### config.mk
export PLATFORM = sky130hd
export DESIGN_NAME = seg_scan_controller
export DESIGN_NICKNAME = d
export VERILOG_FILES = /design/src/rtl/seg_pkg.sv /design/src/rtl/hex7_decode.sv /design/src/rtl/seg_scan_controller.sv
export SDC_FILE = /design/constraint.sdc
export NUM_CORES = 1
export LEC_CHECK = 0
export BUFFER_PORTS_ARGS = -buffer_cell sky130_fd_sc_hd__buf_2
export CORE_MARGIN = 8
export CORE_UTILIZATION = 55
export DETAILED_ROUTE_END_ITERATION = 7
export PLACE_DENSITY = 0.85
export SLEW_MARGIN = 20
export SYNTH_ARGS = -nofsm -noshare
export SYNTH_HDL_FRONTEND = slang
export SYNTH_SLANG_ARGS = --single-unit
### constraint.sdc
create_clock -name clk -period 7 [get_ports clk]
set_input_delay 0.35 -clock clk [delete_from_list [all_inputs] [get_ports clk]]
set_output_delay 0.35 -clock clk [all_outputs]
set_load 0.01 [all_outputs]
### src/rtl/seg_pkg.sv
// Shared types and constants for the 7-segment scan controller and the
// digit sequence generator.
//   digit_t    : one display-buffer entry {blank, dp, data[3:0]}
//   state_t    : scan FSM states {BLANK, DRIVE}
//   HEX7_TABLE : nibble -> {g,f,e,d,c,b,a}, active-high
package seg_pkg;

  typedef struct packed {
    logic       blank;
    logic       dp;
    logic [3:0] data;
  } digit_t;

  typedef enum logic {
    BLANK = 1'b0,
    DRIVE = 1'b1
  } state_t;

  // Element 0 is the rightmost entry of the concatenation.
  localparam logic [15:0][6:0] HEX7_TABLE = {
    7'h71, 7'h79, 7'h5E, 7'h39, 7'h7C, 7'h77, 7'h6F, 7'h7F,
    7'h07, 7'h7D, 7'h6D, 7'h66, 7'h4F, 7'h5B, 7'h06, 7'h3F
  };

endpackage

### src/rtl/hex7_decode.sv
// Combinational hex nibble to 7-segment decoder.
//   nibble_i : hex value 0x0..0xF
//   seg_o    : {g,f,e,d,c,b,a}, active-high
module hex7_decode
  import seg_pkg::*;
(
  input  logic [3:0] nibble_i,
  output logic [6:0] seg_o
);

  assign seg_o = HEX7_TABLE[nibble_i];

endmodule

### src/rtl/seg_scan_controller.sv
// Time-multiplexes a shared 7-segment bus across NUM_DIGITS common-anode
// digits, with dead-time blanking at the start of every digit slot.
//   clk, rst                 : clock, synchronous active-high reset
//   wr_en/wr_idx/wr_data/
//   wr_dp/wr_blank           : display-buffer write port
//   seg, dp                  : segment bus, active-high
//   an                       : digit enables, active-low
//   frame_tick               : one-cycle pulse when the digit index wraps to 0
//
// state | meaning
// BLANK | dead time, all anodes off (first DEAD_CYCLES of a slot)
// DRIVE | current digit driven from the buffer (rest of the slot)
module seg_scan_controller
  import seg_pkg::*;
#(
  parameter int CLK_HZ      = 100_000_000,
  parameter int SCAN_HZ     = 1000,
  parameter int NUM_DIGITS  = 4,
  parameter int DEAD_CYCLES = 16
) (
  input  logic                          clk,
  input  logic                          rst,
  input  logic                          wr_en,
  input  logic [$clog2(NUM_DIGITS)-1:0] wr_idx,
  input  logic [3:0]                    wr_data,
  input  logic                          wr_dp,
  input  logic                          wr_blank,
  output logic [6:0]                    seg,
  output logic                          dp,
  output logic [NUM_DIGITS-1:0]         an,
  output logic                          frame_tick
);

  localparam int DIV   = CLK_HZ / SCAN_HZ;
  localparam int IDX_W = $clog2(NUM_DIGITS);
  localparam int PRE_W = $clog2(DIV);

  state_t                  state_q, state_d;
  logic [PRE_W-1:0]        presc_q, presc_d;
  logic [IDX_W-1:0]        idx_q, idx_d;
  logic                    tick_q, tick_d;
  logic [NUM_DIGITS-1:0]   an_q, an_d;
  logic [6:0]              seg_q, seg_d;
  logic                    dp_q, dp_d;
  digit_t                  buf_q [NUM_DIGITS];
  digit_t                  cur;
  logic [6:0]              seg_dec;
  logic                    drive;

  always_comb begin
    state_d = state_q;
    presc_d = presc_q + 1'b1;
    idx_d   = idx_q;
    tick_d  = 1'b0;
    case (state_q)
      BLANK: if (presc_q == PRE_W'(DEAD_CYCLES - 1)) state_d = DRIVE;
      DRIVE: begin
        if (presc_q == PRE_W'(DIV - 1)) begin
          state_d = BLANK;
          presc_d = '0;
          if (idx_q == IDX_W'(NUM_DIGITS - 1)) begin
            idx_d  = '0;
            tick_d = 1'b1;
          end else begin
            idx_d = idx_q + 1'b1;
          end
        end
      end
    endcase
  end

  // Outputs are computed from the next state/index so they register on the
  // same edge as the FSM; the buffer is read pre-write, so a write shows up
  // one cycle after its edge.
  always_comb begin
    cur = '0;
    for (int i = 0; i < NUM_DIGITS; i++) begin
      if (idx_d == IDX_W'(i)) cur = buf_q[i];
    end
  end

  hex7_decode u_dec (
    .nibble_i (cur.data),
    .seg_o    (seg_dec)
  );

  always_comb begin
    drive = (state_d == DRIVE) && !cur.blank;
    an_d  = drive ? ~(NUM_DIGITS'(1) << idx_d) : '1;
    seg_d = drive ? seg_dec : 7'h00;
    dp_d  = drive & cur.dp;
  end

  always_ff @(posedge clk) begin
    if (rst) begin
      state_q <= BLANK;
      presc_q <= '0;
      idx_q   <= '0;
      tick_q  <= 1'b0;
      an_q    <= '1;
      seg_q   <= 7'h00;
      dp_q    <= 1'b0;
      for (int i = 0; i < NUM_DIGITS; i++) begin
        buf_q[i] <= digit_t'{blank: 1'b1, dp: 1'b0, data: 4'h0};
      end
    end else begin
      state_q <= state_d;
      presc_q <= presc_d;
      idx_q   <= idx_d;
      tick_q  <= tick_d;
      an_q    <= an_d;
      seg_q   <= seg_d;
      dp_q    <= dp_d;
      // Out-of-range indices match no entry and are dropped.
      for (int i = 0; i < NUM_DIGITS; i++) begin
        if (wr_en && wr_idx == IDX_W'(i)) begin
          buf_q[i] <= digit_t'{blank: wr_blank, dp: wr_dp, data: wr_data};
        end
      end
    end
  end

  assign seg        = seg_q;
  assign dp         = dp_q;
  assign an         = an_q;
  assign frame_tick = tick_q;

endmodule

==> results of run 1 <==
[critical path, delay by kind of cell, from the launching register on]
family / cells / cell delay (ns)
adder cells (fa/ha/maj): 2 / 0.48
buffers and inverters: 2 / 0.30
AND/OR/NAND/NOR: 4 / 1.13
flip-flops: 1 / 0.38
multiplexers: 3 / 0.90
AO/OA/AOI/OAI: 2 / 0.35
[cell type report]
type,count,area (um^2)
fillers,405,1810
flip-flops and latches,57,1380
multi-input cells,185,1350
clock inverters,6,87.6
well taps,70,87.6
inverters,5,18.8
clock buffers,10,149
repair buffers,24,123
[flip-flops by register name (all words and copies together), names as in the netlist]
signal	cells
seg	7
state_q	1
buf_q	24
dp	1
frame_tick	1
an	4
presc_q	17
idx_q	2
[metrics by stage]
| step | power (W) | utilization (%) | area [um^2] |
|---|---|---|---|
| finish | 0.000770 | 63.8 | 3200 |
| global route | 0.000798 | 63.8 | 3200 |
| CTS | 0.000777 | 63.8 | 3190 |
| detailed placement | 0.000419 | 59.0 | 2960 |
| global placement | 0.000416 | 59.0 | 2960 |
| floorplan | 0.000404 | - | 2790 |
[layout by cell type (no fill, tap or decap), types with 2 or more instances in the layout]
master / synthesis / final
mux2_2: 6 / 6
xor2_1: 9 / 9
and2_1: 17 / 17
and3_1: 9 / 9
nor4_1: 3 / 3
mux2_4: 2 / 2
nor3_1: 5 / 5
o21ai_0: 3 / 3
nor2_1: 27 / 27
nand2b_1: 5 / 5
bufinv_16: 0 / 2
edfxtp_1: 24 / 24
ha_1: 9 / 9
buf_2: 1 / 23
nand2_1: 20 / 20
inv_1: 5 / 5
xnor2_1: 8 / 8
o221a_1: 3 / 3
or3_1: 5 / 5
mux2i_1: 20 / 20
clkbuf_8: 0 / 9
dfxtp_1: 33 / 33
nand3_1: 11 / 11
[how the worst max path moves through the flow]
stage	from	endpoint	cells after the start
2_1_floorplan	presc_q[0]$_SDFF_PP0_	seg[3]$_SDFF_PP0_	13
3_3_place_gp	presc_q[0]$_SDFF_PP0_	seg[0]$_SDFF_PP0_	13
3_5_place_dp	presc_q[0]$_SDFF_PP0_	seg[0]$_SDFF_PP0_	13
4_1_cts	presc_q[0]$_SDFF_PP0_	seg[0]$_SDFF_PP0_	13
5_1_grt	presc_q[0]$_SDFF_PP0_	seg[0]$_SDFF_PP0_	13
6_report	presc_q[0]$_SDFF_PP0_	seg[0]$_SDFF_PP0_	13
[metal layers]
layer	share of wire, %	wire length, um	up-vias
met5	0	0	-
met2	51	2570	30
met1	43	2180	893
met3	4.1	206	7
li1	-	-	955
met4	2.0	102	0
[synthesized netlist by cell type (3+ instances only)]
library cell   n
nand2_1       20
xnor2_1        8
dfxtp_1       33
o221a_1        3
nand3_1       11
nand2b_1       5
nor4_1         3
xor2_1         9
or3_1          5
and3_1         9
mux2_2         6
and2_1        17
inv_1          5
nor2_1        27
o21ai_0        3
mux2i_1       20
nor3_1         5
ha_1           9
edfxtp_1      24
[kinds of logic after synthesis]
family | synth area share (%)
fa+ha+maj | 4.04
xor+xnor | 5.34
compound gates | 4.66
flops | 49.5
buf+inv | 2.20
mux | 13.3
simple gates | 20.9
[power groups by stage]
stage | combinational, W | sequential (W) | clock [W]
after floorplan | 0.0000346 | 0.000369 | 0
after global placement | 0.0000453 | 0.000371 | 0
after detailed placement | 0.0000471 | 0.000371 | 0
after CTS | 0.0000477 | 0.000364 | 0.000365
after global routing | 0.0000531 | 0.000365 | 0.000380
final | 0.0000476 | 0.000364 | 0.000358
==> flow_metrics.tcl, run 1 <==
set metrics [dict create \
    drt_first_iter_violations 95 \
    final_layout_size_suffix_gt1_share_pct 20.6 \
    drtAntennaViolNets 0 \
    fin_tns_setup_ns 0 \
    initial_utilization_pct 55.7 \
    seq_power_share_pct 47.3 \
    relSlewSlack_pct 34.6 \
    critPathKind "register to register" \
    yosys.cell_types.count 47 \
    p_clk_share_pct 46.5 \
    period_share_pct 51.4 \
    dp_hpwl_mm 3.67 \
    hold_depth 2 \
    post-place-ws_ns 3.51 \
    dominantRegCellSynth "dfxtp_1" \
    cts_resized 0 \
    vdd_drop_max_mv 0.133 \
    p_int_w 0.000599 \
    p_leak_nw 1.26 \
    fin_crit_ns 3.60 \
    yosys.area.top_type_share_pct 25.8 \
    syn-num-nets 273 \
    synth-seq-cells 57 \
    drt_pass1_iterations 4 \
    power.density_mw_per_mm2 241 \
    avgSynthCellArea_um2 11.0 \
    final.setup.worst_slack_ns 3.40 \
    htreeDepth 3 \
    cpMaxStageDelayCell "or4_1" \
    grt_max_degree 17 \
    clk_latency_ns 0.34 \
    num_vias 1885 \
    via_per_inst 5.28 \
    reg2reg_depth 13 \
    grt_pass1_vias 1913 \
    critical_path_required_ns 7.29 \
    cts_setup_buffers 0 \
    cts_tree "done" \
    clk_pin_slew_ns 0.07 \
    reg2reg_to "seg[0]$_SDFF_PP0_" \
    globalRoute.busiestLayer "met2" \
    finalNonFillerCells 357 \
    hp-class "input pin to register" \
    critPathMaxFanout 9 \
    ys_seq_area_share_pct 49.5 \
    comb_power_share_pct 6.2 \
    tightestPinTransition_ns 0.971 \
    routed_wl_mm 5.06 \
    cts_buffers 9 \
    use_met1_pct 15.8 \
    rr_startpoint "presc_q[0]$_SDFF_PP0_" \
    dp.cells 341 \
    synth-edff-count 24 \
    max_freq_mhz 278 \
    num-nets-final 302 \
    die-area_mm2 0.00761 \
    yosys_warnings 0 \
    grt_use_met2_pct 24.8 \
    crit_chain "ha_1 -> nand2_1 -> or4_1 -> or2_4 -> mux2_4 -> mux2i_1 -> mux2i_1 -> inv_1 -> ha_1 -> inv_1 -> nand2_1 -> o2bb2ai_1 -> o31a_1" \
    rsz0062_at_grt "no" \
    die_height_um 87.2 \
    drv_slew 0 \
    worst_setup_path_end_kind "register" \
    run_status "finished clean" \
    die_w_um 87.2 \
    numPortBuffers 23 \
    swShare_pct 22.2 \
    min_from "rst" \
    p_sw_w 0.000171 \
    syn_inst 253 \
    cts_buffer_depth 2 \
    worstHoldEndpoint "presc_q[4]$_SDFF_PP0_" \
    area_delta_synth_final_pct 14.6 \
    met3_usage_pct 6.60 \
    startpoint_type "register" \
    fin_skew_ns 0.00393 \
    antenna_cells 0 \
    cp_data_arrival_time_ns 3.88 \
    hold_buffers 0 \
    synth_top_area_cell "edfxtp_1" \
    clockRootBuffer "clkbuf_8" \
    reg2reg_setup_slack_ns 3.40 \
    core_mm2 0.00501 \
    drc 0 \
    synthArstFlopShare_pct 0 \
    antenna_found_initial 0 \
    grt_overflow 0 \
    cpPeakStageDelay_ns 0.67 \
    ys_top_cells_by_area "edfxtp_1 26%, dfxtp_1 24%, mux2i_1 7.2%, ha_1 4.0%, and2_1 3.8%" \
    grt_pass1_wl_mm 8.62 \
    hold_ws_ns 0.265 \
    clock-sinks 57 \
    syn_area_mm2 0.00279 \
    max_cap_viol_count 0 \
    grt_use_total_pct 15.2 \
    num_rows 26 \
    setup_viol 0 \
    hold_viol 0 \
    routedWlPerCell_um 14.2 \
    routabilityCongestion 0.797 \
    ios 24 \
]
Power figures use the tool's default switching activity.
==> inputs of run 2 (changes only) <==
Settings changed: CORE_UTILIZATION 55 to 53, PLACE_DENSITY 0.85 to 0.86.
Clock period 7 ns to 2.9 ns, I/O delays scaled along.
==> run 2 against run 1 <==
  * Via count rose by 5.9%
  * Cell area is 6.1% higher
  * Critical endpoint unchanged
  * Utilization increased by 2.6 points
==> flow_metrics.tcl, run 2 (synthesis results as in run 1) <==
set metrics [dict create \
    relSlewSlack_pct 42.8 \
    clk_latency_ns 0.33 \
    tightestPinTransition_ns 0.849 \
    startpoint_type "register" \
    finalNonFillerCells 377 \
    path_buf_inv 1 \
    drv_slew 0 \
    num_rows 26 \
    cts_buffer_depth 2 \
    drt_pass1_iterations 4 \
    antenna_cells 0 \
    top_register "buf_q" \
    ios 24 \
    drc 0 \
    min_from "rst" \
    drt_first_iter_violations 139 \
    clock-sinks 57 \
    placed_area_mm2 0.00307 \
    initial_utilization_pct 54.6 \
    routedWlPerCell_um 14.9 \
    dp.cells 352 \
    run_status "finished clean" \
    nFillCells 375 \
    hp-class "input pin to register" \
    p_leak_nw 1.34 \
    core_mm2 0.00511 \
    rsz0062_at_grt "yes" \
    num_vias 1996 \
    critPathKind "register to register" \
    routed_wl_mm 5.63 \
    grt_overflow 0 \
    final_common_cell "dfxtp_1" \
    cp_data_arrival_time_ns 3.09 \
    grt_pass1_wl_mm 8.94 \
    layout_common_cells "28 x dfxtp_1, 26 x nor2_1, 24 x edfxtp_1, 23 x buf_2, 20 x buf_4" \
    max_cap_viol_count 0 \
    cts_tree "done" \
    grt_pass1_vias 1955 \
    clk_pin_slew_ns 0.07 \
    vdd_drop_max_mv 0.377 \
    drtAntennaViolNets 0 \
    fin_skew_ns 0.00610 \
    critPathMaxFanout 6 \
    cpPeakStageDelay_ns 0.43 \
    hold_viol 0 \
    final_layout_size_suffix_gt1_share_pct 32.6 \
    period_share_pct 98.9 \
    cts_buffers 9 \
    hold_buffers 0 \
    crit_chain "ha_4 -> nand2_4 -> or4_4 -> or2_4 -> mux2_4 -> mux2i_1 -> mux2i_2 -> ha_2 -> inv_2 -> nand2_2 -> o2bb2ai_2 -> o31a_1" \
    crit_family "simple AND/OR/NAND/NOR gates" \
    total_power_w 0.00174 \
    die_height_um 88.6 \
    critical_path_required_ns 3.12 \
    worstSetupStartpoint "presc_q[0]$_SDFF_PP0_" \
    antenna_found_initial 0 \
    setup_viol 0 \
    max_freq_mhz 349 \
    clockRootBuffer "clkbuf_8" \
    fin_crit_ns 2.87 \
    power.density_mw_per_mm2 512 \
    rr_startpoint "presc_q[0]$_SDFF_PP0_" \
    num-nets-final 322 \
    die_w_um 88.6 \
    largest_reg_flops 24 \
    grt_max_degree 16 \
    area_delta_synth_final_pct 21.6 \
    dp_hpwl_mm 4.00 \
    final_area_mm2 0.00339 \
    htreeDepth 3 \
    die-area_mm2 0.00784 \
    routabilityCongestion 0.835 \
    worst_setup_path_end_kind "register" \
    grt_use_total_pct 15.2 \
    cpMaxStageDelayCell "or4_4" \
    numPortBuffers 23 \
    via_per_inst 5.29 \
]
==> run 2: cell count changes in the layout (fill, tap and decap cells not counted), sizes merged <==
cell,change
buf,+20
bufinv,-1
clkinv,+1
clkinvlp,+1
inv,-1
==> run 2: worst paths after layout <==
| kind | slack, ns | depth (start not counted) | end |
|---|---|---|---|
| setup / recovery | 0.03 | 12 | seg[0]$_SDFF_PP0_ |
| hold / removal | 0.06 | 2 | presc_q[4]$_SDFF_PP0_ |
| setup reg to reg | 0.03 | 12 | seg[0]$_SDFF_PP0_ |
| hold reg to reg | 0.49 | 1 | an[3]$_SDFF_PP1_ |
==> run 2: layout make-up <==
type / instances / area (um^2) / area share (%)
clock buffer: 10 / 128 / 3.76
multi-input combinational: 185 / 1430 / 42.1
sequential: 57 / 1390 / 40.9
timing repair buffer: 44 / 285 / 8.41
clock inverter: 6 / 58.8 / 1.73
tap: 70 / 87.6 / 2.58
inverter: 5 / 18.8 / 0.553
==> run 2: what timing repair did <==
action                                  4_1_cts  5_1_grt
setup buffers                                 5        4
endpoints found under the setup margin        5        7
gates resized for setup                       7        7
pin swaps                                     1        3
==> run 2: per-layer routing <==
| metal | share of wire (%) | global-route usage, % |
|---|---|---|
| met2 | 50 | 25.5 |
| met4 | 1.2 | 7.68 |
| met1 | 43 | 17.0 |
| met3 | 5.6 | 4.46 |
| met5 | 0 | 0 |
==> run 2: worst register-to-register path, stage by stage, from the launching register on <==
cell and delay [ns]:
dfxtp_2 0.35, ha_4 0.16, nand2_4 0.05, or4_4 0.43, or2_4 0.28, mux2_4 0.32
mux2i_1 0.15, mux2i_2 0.30, ha_2 0.29, inv_2 0.06, nand2_2 0.07, o2bb2ai_2 0.06
o31a_1 0.24
==> run 2: power by group <==
part           internal (W)  leakage (nW)  total, W  switching [W]
clock              0.000391        0.0897  0.000716       0.000325
sequential         0.000866         0.505  0.000881      0.0000150
combinational     0.0000635         0.749  0.000141      0.0000772
total               0.00132          1.34   0.00174       0.000418
==> run 2: metrics by stage <==
stage | setup WS, ns | util (%) | setup TNS, ns | hold slack [ns]
floorplan | -0.00895 | - | -0.0131 | 0.210
global placement | 0.0115 | 60.2 | 0 | 0.406
detailed placement | -0.0875 | 60.2 | -0.338 | 0.409
CTS | 0.00154 | 65.1 | 0 | 0.0470
global route | -0.0592 | 66.4 | -0.131 | 0.0520
finish | 0.0331 | 66.4 | 0 | 0.0577
==> inputs of run 3 (changes only) <==
Settings changed: CORE_MARGIN 8 to 2, HOLD_SLACK_MARGIN from default to 0.15.
==> run 3 against run 2 <==
  * Utilization increased by 2.0 points
  * Via count grew 2.3%
  * Critical endpoint unchanged
  * Largest power group unchanged
  * Routed wire length up 1.9%
==> flow_metrics.tcl, run 3 (synthesis results as in run 1) <==
set metrics [dict create \
    power.density_mw_per_mm2 507 \
    fin_skew_ns 0.0101 \
    cpPeakStageDelay_ns 0.55 \
    tightestPinTransition_ns 0.936 \
    period_share_pct 98.2 \
    fin_tns_setup_ns 0 \
    clock-sinks 57 \
    numPortBuffers 23 \
    drt_pass1_iterations 4 \
    critPathKind "register to register" \
    hp-class "input pin to register" \
    setup_viol 0 \
    grt_max_degree 16 \
    via_per_inst 5.30 \
    critPathMaxFanout 6 \
    crit_chain "nand3_2 -> or4_4 -> or2_4 -> mux2_4 -> mux2i_2 -> mux2i_2 -> ha_2 -> inv_2 -> nand2_1 -> o2bb2ai_2 -> o31a_1" \
    cpMaxStageDelayCell "or4_4" \
    p_leak_nw 1.38 \
    cts_tree "done" \
    largest_reg_flops 24 \
    grt_pass1_wl_mm 9.35 \
    layout_common_cells "27 x nor2_1, 27 x dfxtp_1, 24 x edfxtp_1, 23 x buf_2, 20 x buf_4" \
    hold_viol 0 \
    placed_area_mm2 0.00307 \
    num_vias 2041 \
    rsz0062_at_grt "yes" \
    drt_first_iter_violations 120 \
    die-area_mm2 0.00586 \
    routabilityCongestion 0.858 \
    core_mm2 0.00511 \
    clockRootBuffer "clkbuf_8" \
    grt_use_total_pct 21.2 \
    final_area_mm2 0.00350 \
    final_layout_size_suffix_gt1_share_pct 31.7 \
    fin_crit_ns 2.85 \
    antenna_cells 0 \
    total_power_w 0.00177 \
    clk_pin_slew_ns 0.07 \
    cts_buffer_depth 2 \
    num_rows 26 \
    cpMostUsedCell "mux2i_2" \
    grt_pass1_vias 1957 \
    drv_slew 0 \
    dp.cells 351 \
    relSlewSlack_pct 36.9 \
    vdd_drop_max_mv 0.441 \
    clk_latency_ns 0.35 \
    top_register "buf_q" \
    die_w_um 76.6 \
    drtAntennaViolNets 0 \
    drc 0 \
    antenna_found_initial 0 \
    regArea_mm2 0.00139 \
    multiInputGateArea_mm2 0.00144 \
    htreeDepth 3 \
    hold_depth 2 \
    grt_overflow 0 \
    routed_wl_mm 5.74 \
    nFillCells 378 \
    reg2reg_depth 11 \
    num-nets-final 330 \
    dp_hpwl_mm 3.86 \
    worst_setup_path_end_kind "register" \
    cts_buffers 9 \
    critical_path_required_ns 3.13 \
    finalNonFillerCells 385 \
    max_cap_viol_count 0 \
    ios 24 \
    cp_data_arrival_time_ns 3.08 \
    area_delta_synth_final_pct 25.3 \
    max_freq_mhz 351 \
    run_status "finished clean" \
    die_height_um 76.6 \
    startpoint_type "register" \
    initial_utilization_pct 54.6 \
    routedWlPerCell_um 14.9 \
]
==> run 3: cell types whose count changed in the layout (fill, tap and decap cells not counted), sizes merged <==
cell | previous run | this run
dlygate4sd3 | 0 | 8
clkbuf | 10 | 9
inv | 5 | 6
==> run 3: worst paths after layout <==
check	startpoint	to	slack (ns)
worst max-delay path	presc_q[2]$_SDFF_PP0_	seg[0]$_SDFF_PP0_	0.05
worst min-delay path	wr_idx[1]	buf_q[1][5]$_SDFFCE_PN1P_	0.17
worst max register to register	presc_q[2]$_SDFF_PP0_	seg[0]$_SDFF_PP0_	0.05
worst min register to register	buf_q[3][5]$_SDFFCE_PN1P_	an[3]$_SDFF_PP1_	0.47
==> run 3: where the power goes <==
part | internal (W) | total (W) | leakage, nW | switching, W
clock | 0.000394 | 0.000735 | 0.0909 | 0.000341
sequential | 0.000866 | 0.000883 | 0.505 | 0.0000166
combinational | 0.0000738 | 0.000155 | 0.787 | 0.0000811
==> run 3: metrics by stage <==
stage	hold WS, ns	util, %	setup WS [ns]
5_1_grt	0.188	68.4	-0.0809
4_1_cts	0.151	66.4	0.00209
2_1_floorplan	0.210	-	-0.00895
3_3_place_gp	0.377	60.0	0.00854
3_5_place_dp	0.381	60.0	-0.0630
6_report	0.172	68.4	0.0518
==> run 3: final cells by class <==
type                       instances  area share (%)
clock buffer                       9            3.54
clock inverter                     7            2.00
inverter                           5           0.537
multi-input combinational        185            41.2
sequential                        57            39.8
tap                               70            2.51
timing repair buffer              52            10.5
==> run 3: routing by layer <==
layer | GRT usage, % | wire, um | vias up
li1 | - | - | 1009
met5 | 0 | 0 | -
met2 | 34.9 | 2900 | 52
met1 | 24.7 | 2430 | 969
met4 | 8.55 | 113 | 0
met3 | 8.65 | 291 | 11
==> run 3: what timing repair did <==
| item | 4_1_cts | 5_1_grt |
|---|---|---|
| buffers inserted | 3 | 7 |
| pin swaps | 1 | 1 |
| hold endpoints to repair | 27 | 0 |
| gates resized for setup | 3 | 13 |
| hold buffers | 8 | 0 |
| setup endpoints to repair | 5 | 7 |
==> run 3: critical path, delay by kind of cell, from the launching register on <==
family                   cells  cell delay (ns)
AND/OR/NAND/NOR              4             1.00
multiplexers                 3             0.78
flip-flops                   1             0.35
AO/OA/AOI/OAI                2             0.29
adder cells (fa/ha/maj)      1             0.28
buffers and inverters        1             0.04
